[src/rtl/mem_arbiter_pkg.sv]
// Shared types and default widths for the CPU/loader memory arbiter.
package mem_arb_pkg;

    localparam int AWIDTH_DEF       = 5;
    localparam int DWIDTH_DEF       = 8;
    localparam int MAX_LD_BURST_DEF = 4;

    typedef enum logic [1:0] {
        ARB_IDLE = 2'd0,
        ARB_CPU  = 2'd1,
        ARB_LD   = 2'd2
    } arb_state_t;

endpackage

[src/rtl/mem_arbiter_if.sv]
// Single-port memory bus; the arbiter is the master, the memory the slave.
interface mem_arbiter_if #(
    parameter int AWIDTH = 5,
    parameter int DWIDTH = 8
);
    logic              mem_en;
    logic              mem_we;
    logic [AWIDTH-1:0] mem_addr;
    logic [DWIDTH-1:0] mem_wdata;
    logic [DWIDTH-1:0] mem_rdata;

    modport master (
        output mem_en, mem_we, mem_addr, mem_wdata,
        input  mem_rdata
    );

    modport slave (
        input  mem_en, mem_we, mem_addr, mem_wdata,
        output mem_rdata
    );
endinterface

[src/rtl/mem_arbiter_mux.sv]
// Combinational owner mux: routes the current owner onto the memory bus and
// derives the loader grant and CPU stall from the registered owner state.
module mem_arbiter_mux
    import mem_arb_pkg::*;
#(
    parameter int AWIDTH = AWIDTH_DEF,
    parameter int DWIDTH = DWIDTH_DEF
) (
    input  logic              rst,
    input  arb_state_t        state,
    input  logic              cpu_req,
    input  logic              cpu_we,
    input  logic [AWIDTH-1:0] cpu_addr,
    input  logic [DWIDTH-1:0] cpu_wdata,
    input  logic              cpu_halted,
    input  logic              ld_req,
    input  logic              ld_we,
    input  logic [AWIDTH-1:0] ld_addr,
    input  logic [DWIDTH-1:0] ld_wdata,
    output logic              mem_en,
    output logic              mem_we,
    output logic [AWIDTH-1:0] mem_addr,
    output logic [DWIDTH-1:0] mem_wdata,
    output logic              ld_gnt,
    output logic              cpu_stall
);

    logic              en_src;
    logic              we_src;
    logic [AWIDTH-1:0] addr_src;
    logic [DWIDTH-1:0] wdata_src;

    always_comb begin
        en_src    = 1'b0;
        we_src    = 1'b0;
        addr_src  = '0;
        wdata_src = '0;
        case (state)
            ARB_CPU: begin
                en_src    = cpu_req;
                we_src    = cpu_we;
                addr_src  = cpu_addr;
                wdata_src = cpu_wdata;
            end
            ARB_LD: begin
                en_src    = ld_req;
                we_src    = ld_we;
                addr_src  = ld_addr;
                wdata_src = ld_wdata;
            end
            default: ;
        endcase
    end

    // Reset kills the strobe immediately so an in-flight write never lands.
    always_comb begin
        mem_en    = en_src & ~rst;
        mem_we    = we_src & mem_en;
        mem_addr  = mem_en ? addr_src : '0;
        mem_wdata = mem_we ? wdata_src : '0;
        ld_gnt    = (state == ARB_LD) & ld_req & ~rst;
        cpu_stall = cpu_req & ~cpu_halted & (state != ARB_CPU);
    end

endmodule

[src/rtl/mem_arbiter.sv]
// Arbitrates the single-port memory between the CPU (locked per access) and
// the loader/debug port (burst-capped while the CPU waits).
module mem_arbiter
    import mem_arb_pkg::*;
#(
    parameter int AWIDTH       = AWIDTH_DEF,
    parameter int DWIDTH       = DWIDTH_DEF,
    parameter int MAX_LD_BURST = MAX_LD_BURST_DEF
) (
    input  logic              clk,
    input  logic              rst,
    input  logic              cpu_req,
    input  logic              cpu_we,
    input  logic [AWIDTH-1:0] cpu_addr,
    input  logic [DWIDTH-1:0] cpu_wdata,
    input  logic              cpu_halted,
    output logic [DWIDTH-1:0] cpu_rdata,
    output logic              cpu_stall,
    input  logic              ld_req,
    input  logic              ld_we,
    input  logic [AWIDTH-1:0] ld_addr,
    input  logic [DWIDTH-1:0] ld_wdata,
    output logic              ld_gnt,
    output logic [DWIDTH-1:0] ld_rdata,
    output logic              ld_rvalid,
    mem_arbiter_if.master     mem
);

    localparam int CW = (MAX_LD_BURST > 1) ? $clog2(MAX_LD_BURST) : 1;
    localparam logic [CW-1:0] CNT_MAX = CW'(MAX_LD_BURST - 1);

    arb_state_t    state_q, state_d;
    logic [CW-1:0] ld_cnt_q, ld_cnt_d;
    logic          ld_rvalid_q, ld_rvalid_d;
    logic          cpu_want;

    mem_arbiter_mux #(.AWIDTH(AWIDTH), .DWIDTH(DWIDTH)) u_mux (
        .rst        (rst),
        .state      (state_q),
        .cpu_req    (cpu_req),
        .cpu_we     (cpu_we),
        .cpu_addr   (cpu_addr),
        .cpu_wdata  (cpu_wdata),
        .cpu_halted (cpu_halted),
        .ld_req     (ld_req),
        .ld_we      (ld_we),
        .ld_addr    (ld_addr),
        .ld_wdata   (ld_wdata),
        .mem_en     (mem.mem_en),
        .mem_we     (mem.mem_we),
        .mem_addr   (mem.mem_addr),
        .mem_wdata  (mem.mem_wdata),
        .ld_gnt     (ld_gnt),
        .cpu_stall  (cpu_stall)
    );

    always_comb begin
        cpu_want    = cpu_req & ~cpu_halted;
        state_d     = state_q;
        ld_cnt_d    = ld_cnt_q;
        ld_rvalid_d = ld_gnt & ~ld_we;
        case (state_q)
            ARB_IDLE: begin
                if (cpu_want) begin
                    state_d = ARB_CPU;
                end else if (ld_req) begin
                    state_d  = ARB_LD;
                    ld_cnt_d = '0;
                end
            end
            ARB_CPU: begin
                if (!cpu_req) begin
                    if (ld_req) begin
                        state_d  = ARB_LD;
                        ld_cnt_d = '0;
                    end else begin
                        state_d = ARB_IDLE;
                    end
                end
            end
            ARB_LD: begin
                // Counter saturates so a long solo burst still yields promptly once the CPU asks.
                if (!ld_req) begin
                    state_d = cpu_want ? ARB_CPU : ARB_IDLE;
                end else if (cpu_want && (ld_cnt_q == CNT_MAX)) begin
                    state_d  = ARB_CPU;
                    ld_cnt_d = '0;
                end else if (ld_cnt_q != CNT_MAX) begin
                    ld_cnt_d = ld_cnt_q + CW'(1);
                end
            end
            default: state_d = ARB_IDLE;
        endcase
    end

    always_ff @(posedge clk) begin
        if (rst) begin
            state_q     <= ARB_IDLE;
            ld_cnt_q    <= '0;
            ld_rvalid_q <= 1'b0;
        end else begin
            state_q     <= state_d;
            ld_cnt_q    <= ld_cnt_d;
            ld_rvalid_q <= ld_rvalid_d;
        end
    end

    assign cpu_rdata = mem.mem_rdata;
    assign ld_rdata  = mem.mem_rdata;
    assign ld_rvalid = ld_rvalid_q;

endmodule
[src/flat_wrapper.sv]
// flat-port wrapper written by rule: the top's interface ports become plain ports
module mem_arbiter_flat import mem_arb_pkg::*;
#(
    parameter int AWIDTH       = AWIDTH_DEF,
    parameter int DWIDTH       = DWIDTH_DEF,
    parameter int MAX_LD_BURST = MAX_LD_BURST_DEF
)
  (clk, rst, cpu_req, cpu_we, cpu_addr, cpu_wdata, cpu_halted, cpu_rdata, cpu_stall, ld_req, ld_we, ld_addr, ld_wdata, ld_gnt, ld_rdata, ld_rvalid, mem_mem_en, mem_mem_we, mem_mem_addr, mem_mem_wdata, mem_mem_rdata);
  mem_arbiter_if #(.AWIDTH(AWIDTH), .DWIDTH(DWIDTH)) mem_i ();
  input  logic clk;
  input  logic rst;
  input  logic cpu_req;
  input  logic cpu_we;
  input  logic [AWIDTH-1:0] cpu_addr;
  input  logic [DWIDTH-1:0] cpu_wdata;
  input  logic cpu_halted;
  output logic [DWIDTH-1:0] cpu_rdata;
  output logic cpu_stall;
  input  logic ld_req;
  input  logic ld_we;
  input  logic [AWIDTH-1:0] ld_addr;
  input  logic [DWIDTH-1:0] ld_wdata;
  output logic ld_gnt;
  output logic [DWIDTH-1:0] ld_rdata;
  output logic ld_rvalid;
  output wire logic [$bits(mem_i.mem_en)-1:0] mem_mem_en;
  output wire logic [$bits(mem_i.mem_we)-1:0] mem_mem_we;
  output wire logic [$bits(mem_i.mem_addr)-1:0] mem_mem_addr;
  output wire logic [$bits(mem_i.mem_wdata)-1:0] mem_mem_wdata;
  input wire logic [$bits(mem_i.mem_rdata)-1:0] mem_mem_rdata;
  assign mem_mem_en = mem_i.mem_en;
  assign mem_mem_we = mem_i.mem_we;
  assign mem_mem_addr = mem_i.mem_addr;
  assign mem_mem_wdata = mem_i.mem_wdata;
  assign mem_i.mem_rdata = mem_mem_rdata;
  mem_arbiter #(.AWIDTH(AWIDTH), .DWIDTH(DWIDTH), .MAX_LD_BURST(MAX_LD_BURST)) u_core (.clk(clk), .rst(rst), .cpu_req(cpu_req), .cpu_we(cpu_we), .cpu_addr(cpu_addr), .cpu_wdata(cpu_wdata), .cpu_halted(cpu_halted), .cpu_rdata(cpu_rdata), .cpu_stall(cpu_stall), .ld_req(ld_req), .ld_we(ld_we), .ld_addr(ld_addr), .ld_wdata(ld_wdata), .ld_gnt(ld_gnt), .ld_rdata(ld_rdata), .ld_rvalid(ld_rvalid), .mem(mem_i));
endmodule
[config.mk]
export PLATFORM = sky130hd
export DESIGN_NAME = mem_arbiter_flat
export DESIGN_NICKNAME = d
export VERILOG_FILES = /design/src/rtl/mem_arbiter_pkg.sv /design/src/rtl/mem_arbiter_if.sv /design/src/rtl/mem_arbiter_mux.sv /design/src/rtl/mem_arbiter.sv /design/src/flat_wrapper.sv
export SDC_FILE = /design/constraint.sdc
export NUM_CORES = 1
export LEC_CHECK = 0
export ABC_CLOCK_PERIOD_IN_PS = 2300
export BUFFER_PORTS_ARGS = -buffer_cell sky130_fd_sc_hd__buf_2
export CAP_MARGIN = 20
export CORE_MARGIN = 2
export CORE_UTILIZATION = 27
export DETAILED_ROUTE_END_ITERATION = 8
export PLACE_DENSITY = 0.61
export SETUP_SLACK_MARGIN = 0.2
export SLEW_MARGIN = 10
export SYNTH_ARGS = -nofsm -noshare
export SYNTH_HDL_FRONTEND = slang
export SYNTH_SLANG_ARGS = --single-unit
[constraint.sdc]
create_clock -name clk -period 2.3 [get_ports clk]
set_clock_uncertainty 0.05 [all_clocks]
set_input_delay 0.46 -clock clk [delete_from_list [all_inputs] [get_ports clk]]
set_output_delay 0.46 -clock clk [all_outputs]
set_load 0.02 [all_outputs]
Word-level counts from Yosys, hierarchy flattened:

Index checks and enable logic that the tools add are counted.

* reductions and logical operators: 5
* $mul: 0
* add/subtract/negate cells: 1
* bitwise operators: 10
* eq/ne operators: 11
* muxes and demuxes: 21
* shift operators: 0
* $lt $le $gt $ge: 0
* divide/modulo/power cells: 0

Operators by type and width (number)
* two-way mux 2 bit: 12
* one-hot mux 8 bit (2 select lines): 1
* one-hot mux 2 bit (3 select lines): 2
* one-hot mux 5 bit (2 select lines): 1
* two-way mux 8 bit: 1
* != test 2 bit, second input constant: 4
* AND 1 bit: 7
* != test 3 x 2 -> 1 bit, second input constant: 2
* two-way mux 5 bit: 1
* AND reduction 5 bit: 1
* == test 2 bit, second input constant: 2
* one-hot mux 1 bit (2 select lines): 2
* != test 3 x 1 -> 1 bit, second input constant: 1
* NOT 1 bit: 3
* AND reduction 3 bit: 1
* nonzero test 3 bit: 1
* adder 2 x 1 -> 2 bit, second input constant: 1
* == test 2 x 1 -> 1 bit, second input constant: 1
* zero test 2 bit: 1
* != test 2 x 1 -> 1 bit, second input constant: 1
* logical AND 1 bit: 1
* two-way mux 1 bit: 1

* flip-flop bits (word level): 5
* ROM bits: 0
* RAM bits: 0
* input bits: 41
* memories: 0
* bits in latches: 0

Depth between registers and ports, before layout:

* depth in word-level cells: 6
* depth in mapped cells: 8
* mapped depth without buffers: 6

By module:

A second synthesis with hierarchy kept.

* cells, all modules: 96
* area total of the unflattened synthesis: 773.2 µm²

By module, submodules not included
* mem_arbiter: instances 1, area an instance 435.4 µm², cells an instance 51, sequential area each 100.1 µm²
* mem_arbiter_mux: instances 1, area an instance 337.8 µm², cells an instance 45, sequential area each 0.0 µm²

Least setup slack after synthesis:

No wires, ideal clock.

* kind: register to output
* from: register u_core.state_q[0]
* to: output port mem_mem_wdata[0]
* data required time: 1790 ps
* arrival time: 1673 ps
* path buffers: 2
* path slack: 117 ps
* stages on the path, launching flop included: 9
* cells stage by stage: dfxtp_1 > inv_1 > ha_1 > buf_4 > nand2_4 > a211o_4 > or2_1 > buf_6 > nor2_2

* cells in the longest elaborated chain, start to end: 5
* elaborated cells between the ends (all ways): 8
* classes of those cells: 2 x eq/ne; 4 x mux; 2 x bitwise

Ends and longest elaborated chain
* start: declaration: RTL line mem_arbiter.sv:32 `arb_state_t state_q, state_d;`
* start signal: assignment: RTL line mem_arbiter.sv:102 `state_q <= state_d;`
* == test 2 bit / == test 2 x 1 -> 1 bit (equally long branches): RTL line mem_arbiter_mux.sv:38 `case (state)`
* one-hot mux 1 bit (2 select lines): RTL line mem_arbiter_mux.sv:38
* AND 1 bit: RTL line mem_arbiter_mux.sv:57 `mem_en = en_src & ~rst;`
* AND 1 bit: RTL line mem_arbiter_mux.sv:58 `mem_we = we_src & mem_en;`
* two-way mux 8 bit (*): RTL line mem_arbiter_mux.sv:60 `mem_wdata = mem_we ? wdata_src : '0;`
* end: declaration: RTL line flat_wrapper.sv:29 `output wire logic [$bits(mem_i.mem_wdata)-1:0] mem_mem_wdata;`

Every way passes the cells marked *; elsewhere a longest branch is shown, timed or not.

Worst setup path after layout:

* from: register u_core.state_q[1]
* to: output port mem_mem_wdata[4]

The elaborated chain is that of the path after synthesis.

==> out/qor.csv <==
stage;metric;value;unit
outcome;status;finished, violations left;
outcome;failed_checks;negative setup slack;
die;core_area;2500;µm²
route;dr.pass1.iters;4;
logic_synthesis;ys_types;26;
worst_setup_path;cp.required;1.79;ns
clock_tree;cts_tree;yes;
route;vias;784;
route;antenna_left;0;
route;drc_errors;0;
logic_synthesis;yosysSeqAreaShare;0.138;
timing;max_freq;424;MHz
logic_synthesis;ys_ff_latch;5;
route;avgViaCountPerCell;4.72;
placed_design;gp_congestion;0.806;
global_routing;grt_pass1_vias;779;
die;die_width;55.8;µm
clock_tree;insertion_delay;0.25;ns
clock_tree;numCtsBuffers;3;
placed_design;hpwl;1640;µm
worst_setup_path;path_max_fanout;5;
worst_setup_path;worstPathArrival;1.85;ns
timing;relSlewSlack;0.774;
layout;finish.utilization;0.467;
timing;hold_viol_final;0;
worst_setup_path;cp-start-kind;register;
worst_setup_path;worstSetupPathType;reg2out;
timing;tightest_slew;0.339;ns
worst_setup_path;reg2reg_slack;0.67;ns
route;routed_wl;2180;µm
power;power.density;573;nW/µm²
layout;nNetsFinal;183;
placed_design;io_buffer_count;50;
die;row_count;18;
job;drv_cap;0;
power;vdd_drop_max;0.000363;V
clock_tree;root_buffer;clkbuf_4;
timing;finalSetupTns;-0.404;ns
layout;drive_gt1_frac;0.625;
logic_synthesis;syn_area_per_cell;7.47;µm²
power;power.leakage;0.000516;µW
die;fp.dieH;55.8;µm
route;first_iter_violations;23;
layout;nFillCells;252;
layout;syn_to_final_growth;61.1;%
timing;fin_crit_sh;1.03;
die;start_util;0.290;
logic_synthesis;syn-num-nets;143;
timing;rsz0062_at_grt;yes;
clock_tree;htree_levels;1;
die;die_area;3110;µm²
logic_synthesis;synthCells;97;
clock_tree;cts.sinks;5;
global_routing;antenna_found_initial;0;
clock_tree;clk_path_buf_depth;2;
global_routing;grt_max_degree;19;
layout;antenna_cells;0;
logic_synthesis;syn-cell-area;724;µm²
layout;fin_area;1170;µm²
timing;slew_violations;0;
placed_design;dpl_cell_area;950;µm²
die;io_pins;75;
global_routing;grt_overflow;0;
hold_path;hold_path.class;in2reg;
global_routing;grt_usage;0.137;
global_routing;grt_pass1_wl;3550;µm
timing;fin_hold_ws;0.341;ns
logic_synthesis;yosysWarningCount;0;
clock_tree;path_clk_slew;0.05;ns
route;wl_per_cell;13.1;µm
worst_setup_path;worstSetupEndpointType;output port;
timing;finalSetupViolCount;8;
timing;setup_ws;-0.0584;ns
timing;post-route-min-period;2.36;ns
-- synthesized netlist by cell type --
| master | instances | share of area |
|---|---|---|
| o21ai_0 | 3 | 0.021 |
| or3_1 | 1 | 0.0086 |
| or2_1 | 1 | 0.0086 |
| a211o_4 | 1 | 0.024 |
| a21boi_0 | 1 | 0.010 |
| nor2_1 | 11 | 0.057 |
| and3_1 | 1 | 0.0086 |
| ha_1 | 5 | 0.086 |
| nor3_1 | 1 | 0.0069 |
| buf_6 | 1 | 0.016 |
| o2111ai_1 | 1 | 0.012 |
| mux2i_1 | 1 | 0.014 |
| dfxtp_1 | 5 | 0.14 |
| buf_4 | 18 | 0.19 |
| o221ai_1 | 1 | 0.012 |
| nor2_2 | 7 | 0.060 |
| nand2_4 | 2 | 0.031 |
| nand2b_1 | 2 | 0.017 |
| or4b_1 | 1 | 0.014 |
| mux2_2 | 1 | 0.016 |
| nand2_1 | 4 | 0.021 |
| clkbuf_1 | 3 | 0.016 |
| a21oi_1 | 2 | 0.014 |
| inv_1 | 8 | 0.041 |
| nor2_4 | 1 | 0.016 |
| a22oi_1 | 14 | 0.15 |
-- worst paths after layout --
kind,startpoint,to,cells past startpoint
hold / removal,ld_we,u_core.ld_rvalid$_SDFF_PP0_,2
hold reg to reg,u_core.ld_cnt_q[0]$_SDFFE_PP0P_,u_core.ld_cnt_q[0]$_SDFFE_PP0P_,2
setup reg to reg,u_core.state_q[1]$_SDFFE_PP0P_,u_core.ld_cnt_q[0]$_SDFFE_PP0P_,6
setup / recovery,u_core.state_q[1]$_SDFFE_PP0P_,mem_mem_wdata[4],8
-- sequential cells by signal, summed over array words and instances (netlist names) --
register and flops:
u_core.ld_cnt_q 2, u_core.state_q 2, u_core.ld_rvalid 1
-- final cells by class --
type,count,area [µm²],area share
Inverter,8,40.0,0.0343
Tap cell,30,37.5,0.0322
Sequential cell,5,108,0.0922
Timing Repair Buffer,57,422,0.361
Multi-Input combinational cell,62,534,0.458
Clock buffer,4,26.3,0.0225
-- kinds of logic (layout without fill, tap and decap cells) --
kind of cell    count (synthesis)  after routing  share of synthesized area
simple gates                   32             32                      0.249
buf+inv                        30             69                      0.259
compound gates                 23             23                      0.238
fa+ha+maj                       5              5                     0.0864
flops                           5              5                      0.138
mux                             2              2                     0.0294
-- cell usage in the layout (no fill, tap or decap), types with 3 or more instances in the layout --
cell type,n
buf_2,35
ha_4,3
buf_4,7
dfxtp_1,3
nor2_4,11
a22oi_1,14
nand2_1,4
buf_6,13
nor2_1,8
inv_1,4
clkbuf_4,3
o21ai_0,3
-- power breakdown --
part | switching, µW | total, µW | internal [µW]
Sequential | 25.7 | 135 | 109
Combinational | 240 | 426 | 186
Clock | 41.2 | 107 | 65.9
Total | 307 | 669 | 361
-- critical path: stages, from the launching register on --
cell and delay, ns:
dfxtp_4 0.38, inv_4 0.06, ha_4 0.26, inv_2 0.03, a211o_4 0.26, or2_4 0.27
buf_12 0.15, nor2_4 0.08, buf_6 0.12
-- metrics by stage --
step	cells	setup WS (ns)	total power [µW]
floorplan	97	0.204	442
global placement	159	0.0963	475
detailed placement	159	0.0766	488
CTS	166	-0.0647	657
global route	166	-0.0996	717
finish	166	-0.0584	669
-- per-layer routing --
layer | share of wire | GRT usage | wire, µm
met1 | 0.39 | 0.157 | 851
met2 | 0.50 | 0.243 | 1080
met3 | 0.11 | 0.0488 | 231
met4 | 0.0055 | 0.0244 | 12
met5 | 0 | 0 | 0
-- repair_timing --
action | 4_1_cts | 5_1_grt
hold buffers | 0 | 0
setup buffers | 2 | 0
gates resized for setup | 37 | 8
pin swaps | 1 | 1
endpoints found under the setup margin | 14 | 15
cloned | 1 | 0
Note: power is estimated with default switching activity, not from simulation.
